File: src/rtl/uart_tx_fifo_if.sv
// CSR write port feeding the UART transmit FIFO.
// The core side drives it as master; the UART block receives it as slave.
interface uart_tx_fifo_if;
  logic        csr_we;
  logic [11:0] csr_addr;
  logic [7:0]  csr_data;

  modport master (output csr_we, output csr_addr, output csr_data);
  modport slave  (input  csr_we, input  csr_addr, input  csr_data);
endinterface

File: src/rtl/uart_tx_fifo.sv
// CSR-fed UART transmitter: byte FIFO plus an 8N1 serialiser.
// Define UART_TX_PARITY_EN to insert an even-parity bit between the data bits and the stop bit.
module uart_tx_fifo #(
  parameter int unsigned QueueSize = 32,
  parameter int unsigned PtrWidth  = $clog2(QueueSize),
  parameter logic [11:0] CsrAddr   = 12'h050,
  parameter int unsigned CmpVal    = 173
) (
  input  logic                clk,
  input  logic                reset_n,
  uart_tx_fifo_if.slave       csr,
  output logic                tx,
  output logic                busy,
  output logic                fifo_full,
  output logic                fifo_empty,
  output logic [PtrWidth:0]   fifo_level,
  output logic                overflow
);

  localparam int unsigned BaudW = (CmpVal > 1) ? $clog2(CmpVal) : 1;
  localparam logic [BaudW-1:0]  BaudLast  = BaudW'(CmpVal - 1);
  localparam logic [PtrWidth:0] LevelFull = (PtrWidth + 1)'(QueueSize);

`ifdef UART_TX_PARITY_EN
  typedef enum logic [2:0] {
    ST_IDLE,
    ST_START,
    ST_DATA,
    ST_PARITY,
    ST_STOP
  } state_t;
`else
  typedef enum logic [1:0] {
    ST_IDLE,
    ST_START,
    ST_DATA,
    ST_STOP
  } state_t;
`endif

  state_t              r_state;
  state_t              w_state_next;
  logic [7:0]          r_mem [QueueSize];
  logic [PtrWidth-1:0] r_wr_ptr;
  logic [PtrWidth-1:0] r_rd_ptr;
  logic [PtrWidth:0]   r_count;
  logic [PtrWidth:0]   w_count_next;
  logic                r_full;
  logic                r_empty;
  logic                r_overflow;
  logic [BaudW-1:0]    r_baud;
  logic [BaudW-1:0]    w_baud_next;
  logic [2:0]          r_bit;
  logic [2:0]          w_bit_next;
  logic [7:0]          r_shift;
  logic [7:0]          w_shift_next;
  logic                r_tx;
  logic                w_tx_next;
  logic                w_tick;
  logic                w_push_req;
  logic                w_push;
  logic                w_pop;
`ifdef UART_TX_PARITY_EN
  logic                r_par;
`endif

  assign w_push_req = csr.csr_we && (csr.csr_addr == CsrAddr);
  // A pop in the same cycle frees the slot, so a push into a full FIFO is still accepted.
  assign w_push     = w_push_req && (!r_full || w_pop);
  assign w_tick     = (r_baud == BaudLast);

  always_comb begin
    w_count_next = r_count;
    if (w_push && !w_pop) begin
      w_count_next = r_count + 1'b1;
    end else if (!w_push && w_pop) begin
      w_count_next = r_count - 1'b1;
    end
  end

  always_ff @(posedge clk) begin
    if (w_push) begin
      r_mem[r_wr_ptr] <= csr.csr_data;
    end
  end

  always_ff @(posedge clk) begin
    if (!reset_n) begin
      r_wr_ptr   <= '0;
      r_rd_ptr   <= '0;
      r_count    <= '0;
      r_full     <= 1'b0;
      r_empty    <= 1'b1;
      r_overflow <= 1'b0;
    end else begin
      if (w_push) begin
        r_wr_ptr <= r_wr_ptr + 1'b1;
      end
      if (w_pop) begin
        r_rd_ptr <= r_rd_ptr + 1'b1;
      end
      if (w_push_req && !w_push) begin
        r_overflow <= 1'b1;
      end
      r_count <= w_count_next;
      r_full  <= (w_count_next == LevelFull);
      r_empty <= (w_count_next == '0);
    end
  end

  always_ff @(posedge clk) begin
    if (!reset_n) begin
      r_state <= ST_IDLE;
      r_baud  <= '0;
      r_bit   <= '0;
      r_shift <= '0;
      r_tx    <= 1'b1;
    end else begin
      r_state <= w_state_next;
      r_baud  <= w_baud_next;
      r_bit   <= w_bit_next;
      r_shift <= w_shift_next;
      r_tx    <= w_tx_next;
    end
  end

`ifdef UART_TX_PARITY_EN
  always_ff @(posedge clk) begin
    if (!reset_n) begin
      r_par <= 1'b0;
    end else if (w_pop) begin
      r_par <= ^r_mem[r_rd_ptr];
    end
  end
`endif

  always_comb begin
    w_state_next = r_state;
    w_baud_next  = r_baud;
    w_bit_next   = r_bit;
    w_shift_next = r_shift;
    w_pop        = 1'b0;
    w_tx_next    = 1'b1;
    case (r_state)
      ST_IDLE: begin
        if (!r_empty) begin
          w_pop        = 1'b1;
          w_baud_next  = '0;
          w_bit_next   = '0;
          w_shift_next = r_mem[r_rd_ptr];
          w_state_next = ST_START;
        end
      end
      ST_START: begin
        if (w_tick) begin
          w_baud_next  = '0;
          w_bit_next   = '0;
          w_state_next = ST_DATA;
        end else begin
          w_baud_next = r_baud + 1'b1;
        end
      end
      ST_DATA: begin
        if (w_tick) begin
          w_baud_next  = '0;
          w_shift_next = {1'b0, r_shift[7:1]};
          if (r_bit == 3'd7) begin
`ifdef UART_TX_PARITY_EN
            w_state_next = ST_PARITY;
`else
            w_state_next = ST_STOP;
`endif
          end else begin
            w_bit_next = r_bit + 1'b1;
          end
        end else begin
          w_baud_next = r_baud + 1'b1;
        end
      end
`ifdef UART_TX_PARITY_EN
      ST_PARITY: begin
        if (w_tick) begin
          w_baud_next  = '0;
          w_state_next = ST_STOP;
        end else begin
          w_baud_next = r_baud + 1'b1;
        end
      end
`endif
      ST_STOP: begin
        if (w_tick) begin
          w_baud_next = '0;
          if (!r_empty) begin
            w_pop        = 1'b1;
            w_bit_next   = '0;
            w_shift_next = r_mem[r_rd_ptr];
            w_state_next = ST_START;
          end else begin
            w_state_next = ST_IDLE;
          end
        end else begin
          w_baud_next = r_baud + 1'b1;
        end
      end
      default: begin
        w_state_next = ST_IDLE;
      end
    endcase

    // tx is registered, so it is derived from where the FSM will be after this edge.
    case (w_state_next)
      ST_START:  w_tx_next = 1'b0;
      ST_DATA:   w_tx_next = w_shift_next[0];
`ifdef UART_TX_PARITY_EN
      ST_PARITY: w_tx_next = r_par;
`endif
      default:   w_tx_next = 1'b1;
    endcase
  end

  assign tx         = r_tx;
  assign busy       = (r_state != ST_IDLE);
  assign fifo_full  = r_full;
  assign fifo_empty = r_empty;
  assign fifo_level = r_count;
  assign overflow   = r_overflow;

endmodule

File: src/flat_wrapper.sv
// flat-port wrapper written by rule: the top's interface ports become plain ports
module uart_tx_fifo_flat 
#(
  parameter int unsigned QueueSize = 32,
  parameter int unsigned PtrWidth  = $clog2(QueueSize),
  parameter logic [11:0] CsrAddr   = 12'h050,
  parameter int unsigned CmpVal    = 173
)
  (clk, reset_n, tx, busy, fifo_full, fifo_empty, fifo_level, overflow, csr_csr_we, csr_csr_addr, csr_csr_data);
  uart_tx_fifo_if csr_i ();
  input  logic clk;
  input  logic reset_n;
  output logic tx;
  output logic busy;
  output logic fifo_full;
  output logic fifo_empty;
  output logic [PtrWidth:0] fifo_level;
  output logic overflow;
  input wire logic [$bits(csr_i.csr_we)-1:0] csr_csr_we;
  input wire logic [$bits(csr_i.csr_addr)-1:0] csr_csr_addr;
  input wire logic [$bits(csr_i.csr_data)-1:0] csr_csr_data;
  assign csr_i.csr_we = csr_csr_we;
  assign csr_i.csr_addr = csr_csr_addr;
  assign csr_i.csr_data = csr_csr_data;
  uart_tx_fifo #(.QueueSize(QueueSize), .PtrWidth(PtrWidth), .CsrAddr(CsrAddr), .CmpVal(CmpVal)) u_core (.clk(clk), .reset_n(reset_n), .csr(csr_i), .tx(tx), .busy(busy), .fifo_full(fifo_full), .fifo_empty(fifo_empty), .fifo_level(fifo_level), .overflow(overflow));
endmodule
File: config.mk
export PLATFORM = sky130hd
export DESIGN_NAME = uart_tx_fifo_flat
export DESIGN_NICKNAME = d
export VERILOG_FILES = /design/src/rtl/uart_tx_fifo_if.sv /design/src/rtl/uart_tx_fifo.sv /design/src/flat_wrapper.sv
export SDC_FILE = /design/constraint.sdc
export NUM_CORES = 1
export LEC_CHECK = 0
export CORE_ASPECT_RATIO = 1.5
export CORE_UTILIZATION = 50
export CTS_CLUSTER_SIZE = 28
export DETAILED_ROUTE_END_ITERATION = 8
export GPL_ROUTABILITY_DRIVEN = 0
export GPL_TIMING_DRIVEN = 0
export MAX_ROUTING_LAYER = met4
export PLACE_DENSITY = 0.72
export SLEW_MARGIN = 20
export SYNTH_ARGS = -nofsm -noshare
export SYNTH_HDL_FRONTEND = slang
export SYNTH_SLANG_ARGS = --single-unit
File: constraint.sdc
create_clock -name clk -period 6 [get_ports clk]
set_input_delay 0.6 -clock clk [delete_from_list [all_inputs] [get_ports clk]]
set_output_delay 0.6 -clock clk [all_outputs]
set_load 0.03 [all_outputs]
After elaboration in Yosys (flattened, before gate mapping)
Memories as Yosys holds them, arrays and structs flattened. A register that Yosys moved wholly into a read port is not among the register bits.
Index checks and enable logic that the tools add are counted.
{"block": "totals", "elab_cells": 79, "mem_count": 1, "ram_bits": 256, "regBits": 41, "romBits": 0, "latch_bits": 0}
{"memory": "u_core.r_mem", "words": 32, "word_bits": 8, "read_ports": 1, "rd_ports_with_merged_regs": 1, "write_ports": 1, "line_no": "uart_tx_fifo.sv:43", "rtl": "logic [7:0] r_mem [QueueSize];"}
{"block": "op_classes", "bitwise_logic": 0, "shifts": 0, "mux": 30, "mul": 0, "div_mod_pow": 0, "n_lt_le_gt_ge": 0, "n_addsub": 6, "reduce_logical": 16, "n_eq_ne": 14}
{"op": "two-way mux 8 bit", "n": 5}
{"op": "one-hot mux 8 bit (3 select lines)", "n": 1}
{"op": "one-hot mux 8 bit (2 select lines)", "n": 1}
{"op": "two-way mux 3 bit", "n": 5}
{"op": "equality test 12 x 7 -> 1 bit, second input constant", "n": 1}
{"op": "two-way mux 6 bit", "n": 2}
{"op": "one-hot mux 3 bit (4 select lines)", "n": 1}
{"op": "adder 5 x 1 -> 5 bit, second input constant", "n": 2}
{"op": "two-way mux 2 bit", "n": 5}
{"op": "two-way mux 5 bit", "n": 2}
{"op": "adder 8 x 1 -> 8 bit, second input constant", "n": 1}
{"op": "equality test 8 bit, second input constant", "n": 1}
{"op": "one-hot mux 2 bit (4 select lines)", "n": 1}
{"op": "adder 6 x 1 -> 6 bit, second input constant", "n": 1}
{"op": "equality test 2 bit, second input constant", "n": 3}
{"op": "equality test 6 bit, second input constant", "n": 1}
{"op": "logical NOT 6 bit", "n": 1}
{"op": "!= test 2 x 1 -> 1 bit, second input constant", "n": 3}
{"op": "subtractor 6 x 1 -> 6 bit, second input constant", "n": 1}
{"op": "logical AND 1 bit", "n": 5}
{"op": "two-way mux 1 bit", "n": 5}
{"op": "equality test 2 x 1 -> 1 bit, second input constant", "n": 2}
{"op": "!= test 2 bit, second input constant", "n": 2}
{"op": "one-hot mux 1 bit (2 select lines)", "n": 2}
{"op": "10 further kinds", "n": 12}

Depth between registers and ports, before layout
Gate-level depths: netlist (run 1).
{"block": "depth", "word_depth": 10, "depth_mapped": 10, "ltp_nobuf": 10}

Least setup slack after synthesis (run 1)
Ideal clock, no wire load.
{"block": "synth_path", "path_type": "input -> register", "from": "input csr_csr_addr[3]", "to": "memory u_core.r_mem[11][0], enable pin", "path_buffers": 1, "setup_slack_ns": 2.924, "stages": 6, "arrival_time_ns": 2.706, "t_required_ns": 5.630, "cell_sequence": "or4b_4 > or4_4 > a21oi_2 > nand2_1 > clkbuf_1 > nor2_1"}
{"block": "synth_via", "elab_chain_len": 5}
{"item": "start: declaration", "line_no": "flat_wrapper.sv:20", "rtl": "input wire logic [$bits(csr_i.csr_addr)-1:0] csr_csr_addr;"}
{"item": "equality test 12 x 7 -> 1 bit", "line_no": "uart_tx_fifo.sv:67", "rtl": "assign w_push_req = csr.csr_we && (csr.csr_addr == CsrAddr);"}
{"item": "logical AND 1 bit", "line_no": "uart_tx_fifo.sv:67"}
{"item": "logical AND 1 bit", "line_no": "uart_tx_fifo.sv:69", "rtl": "assign w_push = w_push_req && (!r_full || w_pop);"}
{"item": "two-way mux 1 bit", "line_no": "uart_tx_fifo.sv:82", "rtl": "if (w_push) begin"}
{"item": "two-way mux 1 bit (implied by the code)", "line_no": "uart_tx_fifo.sv:83", "rtl": "r_mem[r_wr_ptr] <= csr.csr_data;"}
{"item": "end: declaration", "line_no": "uart_tx_fifo.sv:43"}
No other way between the ends.

==> results.ini, run 1 <==
[routing]
first_iter_violations = 624
ant_nets = 0
route.detailed.drc = 0
via_count = 6528
via_per_inst = 6.01
wire_per_inst_um = 24.3
drt-total-wl_um = 26400
firstDrtPassIters = 5

[finish]
most-common-layout-cells = 256 x edfxtp_1, 80 x mux4_2, 74 x nor2_1
syn_to_final_growth_pct = 12.7
final_nets = 786
layout_commonest_cell = edfxtp_1
finish.instance_area_um2 = 13800
insertedDiodeCount = 0
drive_gt1_share_pct = 19.8
seqCellArea_um2 = 8610
nFillCells = 1765
multi_input_area_um2 = 3420

[sta]
max_slew_margin_pct = 35.0
finalCriticalPeriod_ps = 3680
worst_slew_pin_slew_ps = 975
maxSlewViolCount = 0
setup-tns-final_ps = 0
timing.final.crit_share_pct = 61.4
finalClockSkew_ps = 10.1
grt_setup_unrepaired = false
setup_viol = 0
max_freq_mhz = 272
finalHoldViolCount = 0

[clock_tree]
cts_buffers = 27
postCtsSetupRepairBufs = 0
htree_levels = 1
ctsHoldBuffers = 0
cts.sink_count = 302
clkTransAtPathRegs_ps = 70
cts_resized = 0
clock_latency_ps = 530
cts_tree = built
clock-root-buffer = clkbuf_16
cts_buffer_depth = 3

[synth]
synth_compound_area_share_pct = 3.58
synthFlopType = edfxtp_1
yosys.area_share.simple_pct = 6.49
synth-xor-area-share_pct = 0.851
syn_nets = 724
yosysSeqAreaShare_pct = 70.5
synth_top_family_by_area = multiplexers
netlist_area_um2 = 12200
yosys.cell_types.count = 56
synth_cells = 686
yosys_warnings = 0
synthMuxAreaShare_pct = 15.6
async_flop_share_pct = 0
synthAdderAreaFrac_pct = 1.54
syn_area_per_cell_um2 = 17.8
ys_ff_latch = 302
synth_edf_count = 256

[placement]
placed_area_um2 = 12900
dp_hpwl_um = 17900
io_buffers = 33

[power]
report.power.total_mw = 5.38
powerDensity_nw_per_um2 = 391
ir_drop_uv = 248
p_leak_nw = 4.26

[floorplan]
die_area_um2 = 25100
fp.dieW_um = 130
ios = 34
core-area_um2 = 23800
row_count = 69
die-height_um = 193
start_util_pct = 51.2

[worst_setup_path]
cp.arrival_ps = 4090
crit_fanout = 10
end_kind = register
r2r_setup_slack_ps = 2320
worst-endpoint-required_ps = 6410
critPathKind = register to register
cp-start-kind = register

[hold_path]
min_path_type = register to register

[global_route]
grt_max_degree = 33
grt_pass1_wl_um = 40600
overflow = 0
grt_antenna_before_repair = 0
track_usage_pct = 22.7
first_global_vias = 6856

[run]
drv_cap = 0

[run_status]
status = finished, final reports clean

Yosys cell counts (3+ instances only):
cell / instances / area share (%)
clkbuf_1: 20 / 0.61
edfxtp_1: 256 / 63
xor2_1: 6 / 0.43
and2_1: 3 / 0.15
a21oi_1: 20 / 0.82
nor3_1: 5 / 0.20
nor4_1: 6 / 0.31
o21ai_0: 15 / 0.61
a22oi_1: 11 / 0.68
or2_2: 3 / 0.15
inv_1: 13 / 0.40
buf_2: 5 / 0.20
and3_1: 6 / 0.31
nand4_1: 3 / 0.15
a31oi_1: 4 / 0.20
nand3_1: 10 / 0.41
xnor2_1: 4 / 0.29
dfxtp_1: 46 / 7.5
buf_1: 7 / 0.22
mux4_2: 80 / 15
nand2b_1: 4 / 0.20
nor2_1: 74 / 2.3
mux2i_1: 8 / 0.66
nand2_1: 20 / 0.61
nand3b_1: 3 / 0.18
ha_1: 15 / 1.5
registers in the layout, summed over array words and instances (netlist names), 2 cells and up, named ones only:
register	flops
u_core.fifo_level	6
u_core.r_wr_ptr	5
u_core.r_baud	8
u_core.r_mem	256
u_core.r_bit	3
u_core.r_shift	8
u_core.r_rd_ptr	5
u_core.r_state	2
cell type report:
| cell class | instances | share of cell area, % |
|---|---|---|
| Multi-Input combinational cell | 339 | 24.9 |
| Clock inverter | 15 | 1.12 |
| Sequential cell | 302 | 62.6 |
| Buffer | 32 | 0.919 |
| Inverter | 13 | 0.355 |
| Timing Repair Buffer | 33 | 2.11 |
| Tap cell | 319 | 2.90 |
| Clock buffer | 34 | 5.10 |
kinds of logic (layout without fill, tap and decap cells):
family                     after synthesis  in the layout
DFF                                    302            302
adders and majority gates               15             15
muxes                                   90             90
and+or+nand+nor                        156            156
xor gates and xnor gates                11             11
buffers and inverters                   45            127
AOI/OAI and AO/OA                       67             67
worst max-delay path, stage by stage, from the launching register on:
cell	delay, ps
dfxtp_1	300
clkbuf_1	680
clkbuf_1	630
clkbuf_1	690
mux4_2	450
mux4_2	520
mux2i_1	180
o21ai_0	110
routing by layer:
layer  share of wire [%]  global-route usage [%]  up-vias
met1                  36                    26.6     3331
met2                  54                    39.7      272
met4                 3.8                    8.74        0
met5                   0                       -        -
met3                 5.5                    2.54       57
li1                    -                       -     2868
path summary, 6_finish.rpt:
| kind | start | to | cells after the start |
|---|---|---|---|
| hold reg to reg | u_core.r_bit[2]$_SDFFE_PN0P_ | u_core.r_bit[2]$_SDFFE_PN0P_ | 2 |
| setup reg to reg | register | u_core.r_shift[6]$_SDFFE_PN0P_ | 7 |
| setup / recovery | register | u_core.r_shift[6]$_SDFFE_PN0P_ | 7 |
| hold / removal | u_core.r_bit[2]$_SDFFE_PN0P_ | u_core.r_bit[2]$_SDFFE_PN0P_ | 2 |
per-stage QoR:
stage / utilization (%) / hold WS [ps] / std cells / setup slack [ps]
2_1_floorplan: - / 439 / 686 / 2920
3_3_place_gp: 54.3 / 457 / 1038 / 2010
3_5_place_dp: 54.3 / 481 / 1038 / 1950
4_1_cts: 57.9 / 490 / 1087 / 2430
5_1_grt: 57.7 / 509 / 1087 / 2260
6_report: 57.7 / 488 / 1087 / 2320
power by group:
part	total, mW	internal (mW)	switching, mW	leakage, nW
registers	2.39	2.33	0.0582	2.67
logic	1.31	0.577	0.734	1.17
clock network	1.68	0.959	0.724	0.413
Note: power is estimated with default switching activity, not from simulation.
==> run 2, diff against run 1 <==
==> constraint.sdc (replaced) <==
create_clock -name clk -period 3.7 [get_ports clk]
set_input_delay 0.37 -clock clk [delete_from_list [all_inputs] [get_ports clk]]
set_output_delay 0.37 -clock clk [all_outputs]
set_load 0.03 [all_outputs]
==> run 2 against run 1 <==
Effect of this change: utilization about the same; clock-buffer cell count unchanged; clock power up 62%; sequential cell count unchanged; combinational power increased by 63%.
==> results.ini, run 2 (synthesized netlist as in run 1, its figures left out) <==
[global_route]
overflow = 0  ; unchanged
grt_max_degree = 33  ; unchanged
grt_antenna_before_repair = 0  ; unchanged
track_usage_pct = 22.7  ; unchanged
grt_pass1_wl_um = 40600  ; unchanged
first_global_vias = 6856  ; unchanged

[clock_tree]
clkTransAtPathRegs_ps = 70  ; about the same
cts_buffer_depth = 3  ; unchanged
cts_resized = 0  ; unchanged
ctsHoldBuffers = 0  ; unchanged
htree_levels = 1  ; unchanged
cts_buffers = 27  ; unchanged
postCtsSetupRepairBufs = 0  ; unchanged
cts.sink_count = 302  ; unchanged
clock_latency_ps = 530  ; about the same
cts_tree = built
clock-root-buffer = clkbuf_16

[routing]
via_per_inst = 5.98  ; -0.37%
drt-total-wl_um = 26400  ; +0.20%
first_iter_violations = 610  ; -2.2%
firstDrtPassIters = 5  ; unchanged
wire_per_inst_um = 24.3  ; +0.20%
route.detailed.drc = 0  ; unchanged
via_count = 6504  ; -0.37%
ant_nets = 0  ; unchanged

[power]
p_leak_nw = 4.26  ; about the same
powerDensity_nw_per_um2 = 635  ; +62%
ir_drop_uv = 403  ; +63%

[sta]
maxSlewViolCount = 0  ; unchanged
worst_slew_pin_slew_ps = 989  ; +13.6 ps
whs_ps = 386  ; -101 ps
max_freq_mhz = 275  ; +1.1%
max_slew_margin_pct = 34.1  ; -0.90 points
setup_ws_ps = 59.8  ; -2260 ps
finalCriticalPeriod_ps = 3640  ; -41.4 ps
grt_setup_unrepaired = false
setup_viol = 0  ; unchanged
setup-tns-final_ps = 0  ; unchanged
finalHoldViolCount = 0  ; unchanged
finalClockSkew_ps = 10.7  ; +0.608 ps
timing.final.crit_share_pct = 98.4  ; +37 points

[floorplan]
start_util_pct = 51.2  ; unchanged
fp.dieW_um = 130  ; unchanged
ios = 34  ; unchanged
core-area_um2 = 23800  ; unchanged
row_count = 69  ; unchanged
die-height_um = 193  ; unchanged
die_area_um2 = 25100  ; unchanged

[finish]
largest_registers = u_core.r_mem: 256 flops, u_core.r_baud: 8 flops, u_core.r_shift: 8 flops
largest_reg_flops = 256  ; unchanged
layout_commonest_cell = edfxtp_1
most-common-layout-cells = 256 x edfxtp_1, 80 x mux4_2, 73 x nor2_1
drive_gt1_share_pct = 19.9  ; +0.13 points
insertedDiodeCount = 0  ; unchanged
top_register = u_core.r_mem
final_nets = 786  ; unchanged
nFillCells = 1765  ; unchanged
finish.instance_area_um2 = 13800  ; about the same
syn_to_final_growth_pct = 12.7  ; about the same

[worst_setup_path]
cp-start-kind = register
crit_fanout = 10  ; unchanged
critPathKind = register to register
end_kind = register
cp.arrival_ps = 4050  ; -40 ps
worst-endpoint-required_ps = 4110  ; -2300 ps
r2r_setup_slack_ps = 60  ; -2260 ps

[placement]
dp_slack_ps = -117  ; -2070 ps
io_buffers = 33  ; unchanged
placed_area_um2 = 12900  ; unchanged
dp_hpwl_um = 17900  ; unchanged

[hold_path]
min_path_type = input port to register

[run]
drv_cap = 0  ; unchanged

[run_status]
status = finished, final reports clean

-- run 2: changes by cell type in the layout (fill, tap and decap cells not counted) --
cell | before | now
buf_1 | 7 | 8
clkbuf_1 | 27 | 26
nor2_1 | 74 | 73
nor2_2 | 0 | 1
-- run 2: final cells by class --
cell class | count | area [um2] | area share [%]
plain buffers | 32 | 126 | 0.919
clock inverters | 15 | 154 | 1.12
inverters | 13 | 48.8 | 0.355
repair buffers | 33 | 290 | 2.11
multi-input cells | 339 | 3430 | 24.9
well taps | 319 | 399 | 2.90
flip-flops and latches | 302 | 8610 | 62.6
clock buffers | 34 | 702 | 5.10
-- run 2: per-stage QoR --
step,power (mW),utilization [%],std cells
final,8.74,57.7,1087
after global routing,9.07,57.7,1087
after CTS,8.77,57.9,1087
after detailed placement,6.06,54.3,1038
after global placement,5.96,54.3,1038
after floorplan,5.43,-,686
-- run 2: routing by layer --
layer,wire (um),track usage [%],part of all wire (%)
met2,14300,39.7,54
met4,952,8.74,3.6
met3,1470,2.54,5.6
met5,0,-,0
met1,9720,26.6,37
-- run 2: path summary, 6_finish.rpt --
check	start	to	cells past startpoint
setup / recovery	register	u_core.r_shift[6]$_SDFFE_PN0P_	7
hold / removal	csr_csr_data[4]	u_core.r_mem[23][4]$_DFFE_PP_	1
setup reg to reg	register	u_core.r_shift[6]$_SDFFE_PN0P_	7
hold reg to reg	u_core.r_bit[2]$_SDFFE_PN0P_	u_core.r_bit[2]$_SDFFE_PN0P_	2
-- run 2: worst max-delay path, cell delays in order, from the launching register on --
cell,delay [ps]
dfxtp_1,300
clkbuf_1,670
clkbuf_1,610
buf_1,680
mux4_2,450
mux4_2,520
mux2i_1,180
o21ai_0,100
-- run 2: power by group --
part,switching (mW),internal (mW),total (mW)
registers,0.0946,3.78,3.88
clock network,1.18,1.55,2.73
logic,1.19,0.935,2.13
